$ cat config.mk
export PLATFORM = sky130hd
export DESIGN_NAME = sprite_compositor
export DESIGN_NICKNAME = d
export VERILOG_FILES = /design/src/rtl/sprite_compositor.sv
export SDC_FILE = /design/constraint.sdc
export NUM_CORES = 1
export LEC_CHECK = 0
export BUFFER_PORTS_ARGS = -buffer_cell sky130_fd_sc_hd__buf_2
export CORE_MARGIN = 5
export CORE_UTILIZATION = 55
export DETAILED_ROUTE_END_ITERATION = 8
export PLACE_DENSITY_LB_ADDON = 0.12
export SETUP_SLACK_MARGIN = 0.4
export SLEW_MARGIN = 40
export SYNTH_ARGS = -nofsm -noshare
export SYNTH_HDL_FRONTEND = slang
export SYNTH_SLANG_ARGS = --single-unit
$ cat constraint.sdc
create_clock -name CLK -period 2.8 [get_ports CLK]
set_input_delay 0.42 -clock CLK [delete_from_list [all_inputs] [get_ports CLK]]
set_output_delay 0.42 -clock CLK [all_outputs]
set_load 0.02 [all_outputs]
$ cat src/rtl/sprite_compositor.sv
// Two-stage sprite compositor: player, N_CARS cars and three safe bands to 3-bit VGA colour,
// with sprite positions shadowed at vblank start and a once-per-frame player/car collision report.
module sprite_compositor #(
  parameter int N_CARS    = 8,
  parameter int COORD_W   = 10,
  parameter int H_DISPLAY = 640,
  parameter int V_DISPLAY = 480,
  parameter int PLAYER_W  = 16,
  parameter int PLAYER_H  = 16,
  parameter int CAR_W     = 32,
  parameter int CAR_H     = 16,
  parameter int SAFE_X    = 0,
  parameter int SAFE_W    = 640,
  parameter int SAFE_H    = 32,
  parameter int SAFE_Y0   = 0,
  parameter int SAFE_Y1   = 224,
  parameter int SAFE_Y2   = 448,
  localparam int IDX_W    = (N_CARS > 1) ? $clog2(N_CARS) : 1
) (
  input  logic                        CLK,
  input  logic                        RST_N,
  input  logic [COORD_W-1:0]          h_count,
  input  logic [COORD_W-1:0]          v_count,
  input  logic [COORD_W-1:0]          player_x,
  input  logic [COORD_W-1:0]          player_y,
  input  logic [N_CARS*COORD_W-1:0]   car_x,
  input  logic [N_CARS*COORD_W-1:0]   car_y,
  input  logic [N_CARS-1:0]           car_en,
  output logic                        VGA_R2,
  output logic                        VGA_G2,
  output logic                        VGA_B2,
  output logic                        collision,
  output logic [IDX_W-1:0]            hit_car_idx,
  output logic                        frame_done
);

  localparam logic [COORD_W:0]   PW  = (COORD_W+1)'(PLAYER_W);
  localparam logic [COORD_W:0]   PH  = (COORD_W+1)'(PLAYER_H);
  localparam logic [COORD_W:0]   CW  = (COORD_W+1)'(CAR_W);
  localparam logic [COORD_W:0]   CH  = (COORD_W+1)'(CAR_H);
  localparam logic [COORD_W:0]   SW  = (COORD_W+1)'(SAFE_W);
  localparam logic [COORD_W:0]   SH  = (COORD_W+1)'(SAFE_H);
  localparam logic [COORD_W:0]   HD  = (COORD_W+1)'(H_DISPLAY);
  localparam logic [COORD_W:0]   VD  = (COORD_W+1)'(V_DISPLAY);
  localparam logic [COORD_W-1:0] SX  = COORD_W'(SAFE_X);
  localparam logic [COORD_W-1:0] SY0 = COORD_W'(SAFE_Y0);
  localparam logic [COORD_W-1:0] SY1 = COORD_W'(SAFE_Y1);
  localparam logic [COORD_W-1:0] SY2 = COORD_W'(SAFE_Y2);

  // Extra top bit keeps lo+size from wrapping back to column/row 0 at the screen edge.
  function automatic logic in_span(input logic [COORD_W-1:0] pos,
                                   input logic [COORD_W-1:0] lo,
                                   input logic [COORD_W:0]   size);
    logic [COORD_W:0] p;
    logic [COORD_W:0] l;
    p = {1'b0, pos};
    l = {1'b0, lo};
    return (p >= l) && (p < l + size);
  endfunction

  function automatic logic [IDX_W-1:0] lowest_idx(input logic [N_CARS-1:0] hits);
    logic [IDX_W-1:0] idx;
    idx = '0;
    for (int i = N_CARS - 1; i >= 0; i--)
      if (hits[i]) idx = IDX_W'(i);
    return idx;
  endfunction

  logic [COORD_W-1:0]        sh_player_x, sh_player_y;
  logic [N_CARS*COORD_W-1:0] sh_car_x, sh_car_y;
  logic [N_CARS-1:0]         sh_car_en;
  logic                      armed;
  logic                      latch_evt, latch_p1;

  logic                      vis_c, player_hit_c, safe_hit_c;
  logic [N_CARS-1:0]         car_hit_c;

  logic                      vis_p1, player_hit_p1, safe_hit_p1;
  logic [N_CARS-1:0]         car_hit_p1;
  logic [2:0]                rgb_p2;

  logic                      acc_flag;
  logic [IDX_W-1:0]          acc_idx;

  assign latch_evt = (h_count == '0) && ({1'b0, v_count} == VD);

  always_ff @(posedge CLK or negedge RST_N) begin
    if (!RST_N) begin
      sh_player_x <= '0;
      sh_player_y <= '0;
      sh_car_x    <= '0;
      sh_car_y    <= '0;
      sh_car_en   <= '0;
      armed       <= 1'b0;
      latch_p1    <= 1'b0;
    end else begin
      latch_p1 <= latch_evt;
      if (latch_evt) begin
        sh_player_x <= player_x;
        sh_player_y <= player_y;
        sh_car_x    <= car_x;
        sh_car_y    <= car_y;
        sh_car_en   <= car_en;
        armed       <= 1'b1;
      end
    end
  end

  // The player is held off until the first latch so reset-zero shadows draw nothing.
  always_comb begin
    vis_c        = ({1'b0, h_count} < HD) && ({1'b0, v_count} < VD);
    player_hit_c = armed && in_span(h_count, sh_player_x, PW) && in_span(v_count, sh_player_y, PH);
    safe_hit_c   = in_span(h_count, SX, SW) &&
                   (in_span(v_count, SY0, SH) || in_span(v_count, SY1, SH) || in_span(v_count, SY2, SH));
    car_hit_c    = '0;
    for (int i = 0; i < N_CARS; i++)
      car_hit_c[i] = sh_car_en[i] &&
                     in_span(h_count, sh_car_x[i*COORD_W +: COORD_W], CW) &&
                     in_span(v_count, sh_car_y[i*COORD_W +: COORD_W], CH);
  end

  // Stage 1: registered hit tests
  always_ff @(posedge CLK or negedge RST_N) begin
    if (!RST_N) begin
      vis_p1        <= 1'b0;
      player_hit_p1 <= 1'b0;
      car_hit_p1    <= '0;
      safe_hit_p1   <= 1'b0;
    end else begin
      vis_p1        <= vis_c;
      player_hit_p1 <= player_hit_c;
      car_hit_p1    <= car_hit_c;
      safe_hit_p1   <= safe_hit_c;
    end
  end

  // Stage 2: priority colour select
  always_ff @(posedge CLK or negedge RST_N) begin
    if (!RST_N)              rgb_p2 <= 3'b000;
    else if (!vis_p1)        rgb_p2 <= 3'b000;
    else if (player_hit_p1)  rgb_p2 <= 3'b010;
    else if (|car_hit_p1)    rgb_p2 <= 3'b100;
    else if (safe_hit_p1)    rgb_p2 <= 3'b111;
    else                     rgb_p2 <= 3'b000;
  end

  assign VGA_R2 = rgb_p2[2];
  assign VGA_G2 = rgb_p2[1];
  assign VGA_B2 = rgb_p2[0];

  // Report/clear runs while the latch pixel sits in stage 1 (vis=0), so it never meets a set.
  always_ff @(posedge CLK or negedge RST_N) begin
    if (!RST_N) begin
      acc_flag    <= 1'b0;
      acc_idx     <= '0;
      collision   <= 1'b0;
      hit_car_idx <= '0;
      frame_done  <= 1'b0;
    end else if (latch_p1) begin
      collision   <= acc_flag;
      hit_car_idx <= acc_idx;
      frame_done  <= 1'b1;
      acc_flag    <= 1'b0;
      acc_idx     <= '0;
    end else begin
      frame_done <= 1'b0;
      if (vis_p1 && player_hit_p1 && (|car_hit_p1) && !acc_flag) begin
        acc_flag <= 1'b1;
        acc_idx  <= lowest_idx(car_hit_p1);
      end
    end
  end

endmodule

==> out/qor.yml, run 1 <==
die:
  start_util_pct: 55.2
  die_width_um: 179
  dieArea_um2: 32100
  io_pins: 218
  core.rowCount: 62
  die_h_um: 179
  core-area_um2: 28500
timing:
  relSlewSlack_pct: 52.2
  timing.hold.ws_ns: 0.0811
  period_needed_ns: 2.45
  final_hold_viol_count: 0
  skew_ns: 0.0118
  setup_viol: 0
  rsz0062_at_grt: "true"
  fin_crit_sh_pct: 87.5
  worst_pin_slew_ns: 0.709
  fmax_ghz: 0.408
  slew_violations: 0
setup_path:
  critPathSlowestCell: "dfrtp_1"
  critical_path_depth: 8
  crit_family: "compound AO/OA/AOI/OAI gates"
  critPathLaunchType: "flip-flop"
  worstSetupPathType: "flip-flop to flip-flop"
  end_kind: "flip-flop"
  cp.arrival_ns: 2.86
  path_cells: "inv_1, ha_1, a21o_1, a211o_1, a211oi_1, o21ai_0, o21ai_0, nor4_4"
  cp_max_fo: 5
  required_ns: 3.21
  critPathMaxStageDelay_ns: 0.47
  crit_top_cell: "o21ai_0"
  regToRegEndpoint: "car_hit_p1[3]$_DFF_PN0_"
  rr_worst_depth: 8
  reg2reg_from: "sh_car_x[37]$_DFFE_PN0P_"
  crit_path_start: "sh_car_x[37]$_DFFE_PN0P_"
  worstSetupEndpoint: "car_hit_p1[3]$_DFF_PN0_"
  r2r_slack_ns: 0.35
  crit_buf_inv: 1
drt:
  routed_wl_mm: 43.8
  ant_nets: 0
  viasPerCell: 5.64
  wl_per_cell_um: 18.3
  drc: 0
  drt_pass1_iterations: 5
  num_vias: 13500
  drtIter0Drc: 734
logic_synthesis:
  synth_edf_count: 0
  synth_top_cell_by_area: "dfrtp_1"
  syn-num-nets: 2216
  synth_commonest_cells: "ha_1, dfrtp_1, o21ai_0"
  synth_async_sr_flop_share_pct: 100
  yosysTopAreaCellShare_pct: 33.9
  synth_area_um2: 15700
  ys.flop_type: "dfrtp_1"
  synth_warnings: 0
  synthTopCellsByArea: "dfrtp_1, ha_1, o21ai_0"
  synth.distinct_cells: 59
  synth_seq_cells: 213
  postSynthCellCount: 1708
  synth.most_common_cell: "ha_1"
  seq_area_frac_synth_pct: 33.9
  synth_area_per_cell_um2: 9.21
power_and_ir_drop:
  finalPower_w: 0.00740
  pwr_density_cell_nw_per_um2: 394
  p_leak_nw: 10.0
  ir_drop_v: 0.000535
grt:
  grtUsageTotal_pct: 26.8
  grt_overflow: 0
  grt_first_pass_wirelength_mm: 68.3
  grt_max_degree: 72
  grt_antenna_before_repair: 0
  grt_pass1_vias: 13500
clocking:
  htree_levels: 1
  clk_pin_slew_worst_paths_ns: 0.06
  clk_path_buf_depth: 3
  cts_sinks: 213
  cts_buffers: 26
  cts_tree: "built"
  cts_root_buffer: "clkbuf_16"
  clkLatencyLatePin_ns: 0.54
place:
  dp_hpwl_mm: 32.9
  place_area_um2: 17600
  placed_cells: 2323
  gp_congestion: 0.929
  io_buffer_count: 217
layout:
  diodes: 0
  postLayoutCellArea_um2: 18800
  area_growth_syn_to_layout_pct: 19.5
  nNetsFinal: 2492
  fillCellCount: 2423
  final_cells: 2386
  drive_gt1_share_pct: 19.8
run:
  maxCapViolCount: 0
status:
  outcome: "completed"
hold_path:
  hold_class: "primary input to flip-flop"
[where the power goes]
part	switching (W)	internal, W
Combinational	0.000434	0.000312
Sequential	0.00000163	0.00308
Clock	0.00136	0.00222
Total	0.00179	0.00561
[kinds of logic after synthesis]
logic type / after synthesis / share of synthesized area (%)
compound gates: 459 / 18.1
xor+xnor: 64 / 3.56
fa+ha+maj: 298 / 23.7
simple gates: 403 / 12.2
mux: 30 / 2.15
flops: 213 / 33.9
buf+inv: 241 / 6.33
[area by class of cell]
cell class	count	area [um2]	share of cell area (%)
clock buffer	32	734	3.91
clock inverter	14	179	0.952
inverter	202	758	4.03
multi-input combinational	1254	9590	51.0
sequential	213	5330	28.4
tap	384	480	2.56
timing repair buffer	287	1730	9.19
[placed cells by master, fill, tap and decap left out, types with 22 or more instances in the layout]
cell       instances
inv_1            200
dfrtp_1          211
nand2_1          189
nor3_1            28
xnor2_1           62
nand3_1           64
buf_4             60
a211oi_1          22
buf_2            216
nor2_1            23
ha_1             292
nand2b_1          26
o21ai_0          210
a21oi_1           58
a21o_1            42
mux2_2            30
clkbuf_16         27
[worst min-delay path by stage]
| stage | startpoint | to | slack [ns] | depth (start not counted) |
|---|---|---|---|---|
| floorplan | RST_N | acc_flag$_DFFE_PN0P_ | 0.12 | 0 |
| global route | car_x[47] | sh_car_x[47]$_DFFE_PN0P_ | 0.08 | 3 |
| detailed placement | RST_N | sh_car_y[37]$_DFFE_PN0P_ | 0.43 | 1 |
| global placement | RST_N | sh_car_y[36]$_DFFE_PN0P_ | 0.43 | 1 |
| CTS | car_x[47] | sh_car_x[47]$_DFFE_PN0P_ | 0.06 | 3 |
| finish | car_x[47] | sh_car_x[47]$_DFFE_PN0P_ | 0.08 | 3 |
[worst reg2reg max path: cells and delay by family (launching register included)]
kind	cells	cell delay, ns
flip-flops	1	0.47
AND/OR/NAND/NOR	1	0.09
buffers and inverters	1	0.09
adder cells (fa/ha/maj)	1	0.30
AO/OA/AOI/OAI	5	1.36
[flip-flops by register name, summed over array words and instances, names as in the netlist, 3 cells and up]
name and cells:
acc_idx 3, car_hit_p1 8, hit_car_idx 3, rgb_p2 3, sh_car_en 8, sh_car_x 80, sh_car_y 80, sh_player_x 10
sh_player_y 10
[repair_timing]
item,CTS,global route
hold buffers,1,0
pin swaps,3,18
gates cloned,0,0
endpoints found under the hold margin,68,0
gates resized for setup,7,30
endpoints found under the setup margin,3,6
setup buffers,3,13
[routing by layer]
layer  up-vias  track usage [%]  wire (um)
met5         -                0          0
met4         0             10.1       1820
met3       105             3.96       2700
met2       389             44.3      20000
met1      6347             35.8      19200
li1       6624                -          -
[per-stage QoR]
step / setup WS [ns] / setup TNS (ns) / utilization (%)
floorplan: 0.482 / 0 / -
global placement: -0.344 / -0.344 / 61.7
detailed placement: -0.332 / -0.332 / 61.7
CTS: 0.377 / 0 / 65.1
global route: 0.277 / 0 / 66.0
finish: 0.351 / 0 / 66.0
Power figures use the tool's default switching activity.
==> run 2: changes to the inputs <==
Settings changed: CORE_ASPECT_RATIO set to 1.75, SLEW_MARGIN 40 to unset.
==> run 2 against run 1 <==
Combinational power fell by 2%. Clock-buffer cell count decreased by 1. Clock skew is 0.00057 ns higher. Sequential share of layout area rose by 0.34 points. Register-to-register slack is essentially flat. First-iteration DRC count shrank 34%. Critical path depth down 1. Cell area is 1.1% lower. Flip-flop and latch count stayed put. Non-clock buffer count is 3 higher. Power down 8.7%. Largest power group is now sequential cells.
==> out/qor.yml, run 2 (synthesis results as in run 1) <==
status:
  outcome: "completed"  # unchanged
clocking:
  cts_tree: "built"  # unchanged
  cts_buffers: 23  # was 26
  htree_levels: 1  # unchanged
  cts_root_buffer: "clkbuf_16"  # unchanged
  clk_path_buf_depth: 3  # unchanged
  cts_sinks: 213  # unchanged
  clk_pin_slew_worst_paths_ns: 0.07  # was 0.06 ns
  clkLatencyLatePin_ns: 0.53  # was 0.54 ns
setup_path:
  regToRegEndpoint: "player_hit_p1$_DFF_PN0_"  # was car_hit_p1[3]$_DFF_PN0_
  cp_max_fo: 54  # was 5
  cp.arrival_ns: 2.86  # about the same
  critPathLaunchType: "primary input"  # was flip-flop
  r2r_slack_ns: 0.35  # about the same
  worstSetupEndpoint: "sh_car_y[40]$_DFFE_PN0P_"  # was car_hit_p1[3]$_DFF_PN0_
  worstSetupPathType: "primary input to flip-flop"  # was flip-flop to flip-flop
  rr_worst_depth: 10  # was 8
  path_cells: "buf_2, or4_1, or4_1, nor3_4, buf_4, buf_12, mux2_2"  # was inv_1, ha_1, a21o_1, a211o_1, a211oi_1, o21ai_0, o21ai_0, nor4_4
  crit_top_cell: "or4_1"  # was o21ai_0
  crit_path_start: "h_count[9]"  # was sh_car_x[37]$_DFFE_PN0P_
  required_ns: 3.21  # about the same
  critPathMaxStageDelay_ns: 0.65  # was 0.47 ns
  critical_path_depth: 7  # was 8
  crit_family: "simple AND/OR/NAND/NOR gates"  # was compound AO/OA/AOI/OAI gates
  critPathSlowestCell: "or4_1"  # was dfrtp_1
  reg2reg_from: "sh_player_y[5]$_DFFE_PN0P_"  # was sh_car_x[37]$_DFFE_PN0P_
  end_kind: "flip-flop"  # unchanged
  crit_buf_inv: 3  # was 1
drt:
  drc: 0  # unchanged
  num_vias: 13700  # was 13500
  drtIter0Drc: 488  # was 734
  ant_nets: 0  # unchanged
  routed_wl_mm: 46.0  # was 43.8 mm
  drt_pass1_iterations: 5  # unchanged
  viasPerCell: 5.76  # was 5.64
  wl_per_cell_um: 19.4  # was 18.3 um
layout:
  layout_common_cells: "ha_1, buf_2, o21ai_0"  # was ha_1, buf_2, dfrtp_1
  largest_registers: "sh_car_x (80), sh_car_y (80)"  # unchanged
  final_cells: 2375  # was 2386
  area_growth_syn_to_layout_pct: 18.2  # was 19.5%
  layout_commonest_cell: "ha_1"  # unchanged
  nNetsFinal: 2492  # unchanged
  diodes: 0  # unchanged
  drive_gt1_share_pct: 19.8  # about the same
die:
  die_width_um: 138  # was 179 um
  core-area_um2: 28400  # was 28500 um2
  dieArea_um2: 32200  # was 32100 um2
  core.rowCount: 82  # was 62
  io_pins: 218  # unchanged
  start_util_pct: 55.3  # was 55.2%
  die_h_um: 234  # was 179 um
grt:
  grtUsageTotal_pct: 28.1  # was 26.8%
  grt_pass1_vias: 14000  # was 13500
  grt_first_pass_wirelength_mm: 70.5  # was 68.3 mm
  grt_antenna_before_repair: 0  # unchanged
  top_usage_layer: "met2"  # unchanged
  grt_overflow: 0  # unchanged
  met3_usage_pct: 3.04  # was 3.96%
  grtUsageMet2_pct: 50.5  # was 44.3%
  grt_max_degree: 67  # was 72
  gr-usage-met1_pct: 31.6  # was 35.8%
timing:
  period_needed_ns: 2.45  # about the same
  skew_ns: 0.0124  # was 0.0118 ns
  fin_crit_sh_pct: 87.6  # was 87.5%
  relSlewSlack_pct: 55.3  # was 52.2%
  worst_pin_slew_ns: 0.654  # was 0.709 ns
  fmax_ghz: 0.408  # about the same
  setup_tns_ns: 0  # unchanged
  slew_violations: 0  # unchanged
  final_hold_viol_count: 0  # unchanged
  setup_viol: 0  # unchanged
  rsz0062_at_grt: "true"  # unchanged
run:
  maxCapViolCount: 0  # unchanged
power_and_ir_drop:
  p_comb_share_pct: 10.9  # was 10.1%
  p_leak_nw: 9.92  # was 10.0 nW
  power.internal_w: 0.00504  # was 0.00561 W
  p_clk_share_pct: 43.6  # was 48.3%
  switchingPower_w: 0.00172  # was 0.00179 W
  p_seq_share_pct: 45.6  # was 41.6%
  ir_drop_v: 0.000422  # was 0.000535 V
  switching_share_pct: 25.5  # was 24.2%
  pwr_density_cell_nw_per_um2: 364  # was 394 nW/um2
place:
  gp_congestion: 0.922  # was 0.929
  placed_cells: 2317  # was 2323
  io_buffer_count: 217  # unchanged
  dp_hpwl_mm: 34.8  # was 32.9 mm
hold_path:
  hold_class: "primary input to flip-flop"  # unchanged
[run 2: how the worst min path moves through the flow]
stage / startpoint / end / slack, ns / cells past startpoint
after floorplan: RST_N / acc_flag$_DFFE_PN0P_ / 0.12 / 0
after global placement: RST_N / sh_car_y[33]$_DFFE_PN0P_ / 0.41 / 1
after detailed placement: RST_N / sh_car_y[34]$_DFFE_PN0P_ / 0.41 / 1
after CTS: car_y[33] / sh_car_y[33]$_DFFE_PN0P_ / 0.08 / 3
after global routing: car_y[32] / sh_car_y[32]$_DFFE_PN0P_ / 0.09 / 3
final: car_y[33] / sh_car_y[33]$_DFFE_PN0P_ / 0.09 / 3
[run 2: power groups by stage]
stage	Clock, W	Sequential (W)	Combinational, W
floorplan	0	0.00314	0.000259
global placement	0	0.00314	0.000703
detailed placement	0	0.00314	0.000723
CTS	0.00301	0.00308	0.000731
global route	0.00312	0.00308	0.000815
finish	0.00295	0.00308	0.000734
[run 2: metrics by stage]
stage / util [%] / total power [W] / setup slack, ns / instance area, um2 / hold WS, ns
after global placement: 61.7 / 0.00384 / -0.0753 / 17500 / 0.411
after detailed placement: 61.7 / 0.00386 / -0.121 / 17500 / 0.414
final: 65.4 / 0.00676 / 0.348 / 18600 / 0.0915
after global routing: 65.4 / 0.00702 / 0.246 / 18600 / 0.0906
after CTS: 64.4 / 0.00683 / 0.330 / 18300 / 0.0752
after floorplan: - / 0.00340 / 0.482 / 15700 / 0.124
[run 2: layout make-up]
| type | instances | area, um2 |
|---|---|---|
| timing repair buffer | 290 | 1750 |
| clock inverter | 7 | 66.3 |
| inverter | 202 | 758 |
| fill | 2482 | 9830 |
| tap | 378 | 473 |
| sequential | 213 | 5340 |
| multi-input combinational | 1254 | 9580 |
| clock buffer | 31 | 626 |
[run 2: repair_timing]
action,CTS,global route
endpoints found under the setup margin,4,32
resized for setup,8,38
buffers inserted,3,15
pin swaps,2,17
gates cloned,0,1
hold endpoints to repair,60,0
hold buffers,1,0
[run 2: per-layer routing]
| metal | vias to the layer above | share of wire (%) | wire, um |
|---|---|---|---|
| li1 | 6607 | - | - |
| met1 | 6565 | 38 | 17200 |
| met2 | 356 | 52 | 23800 |
| met3 | 144 | 4.4 | 2010 |
| met4 | 0 | 6.4 | 2930 |
| met5 | - | 0 | 0 |
[run 2: worst min-delay path: cells and delay by family]
family | cells | cell delay (ns)
AND/OR/NAND/NOR | 1 | 0.03
AO/OA/AOI/OAI | 1 | 0.06
buffers and inverters | 1 | 0.07
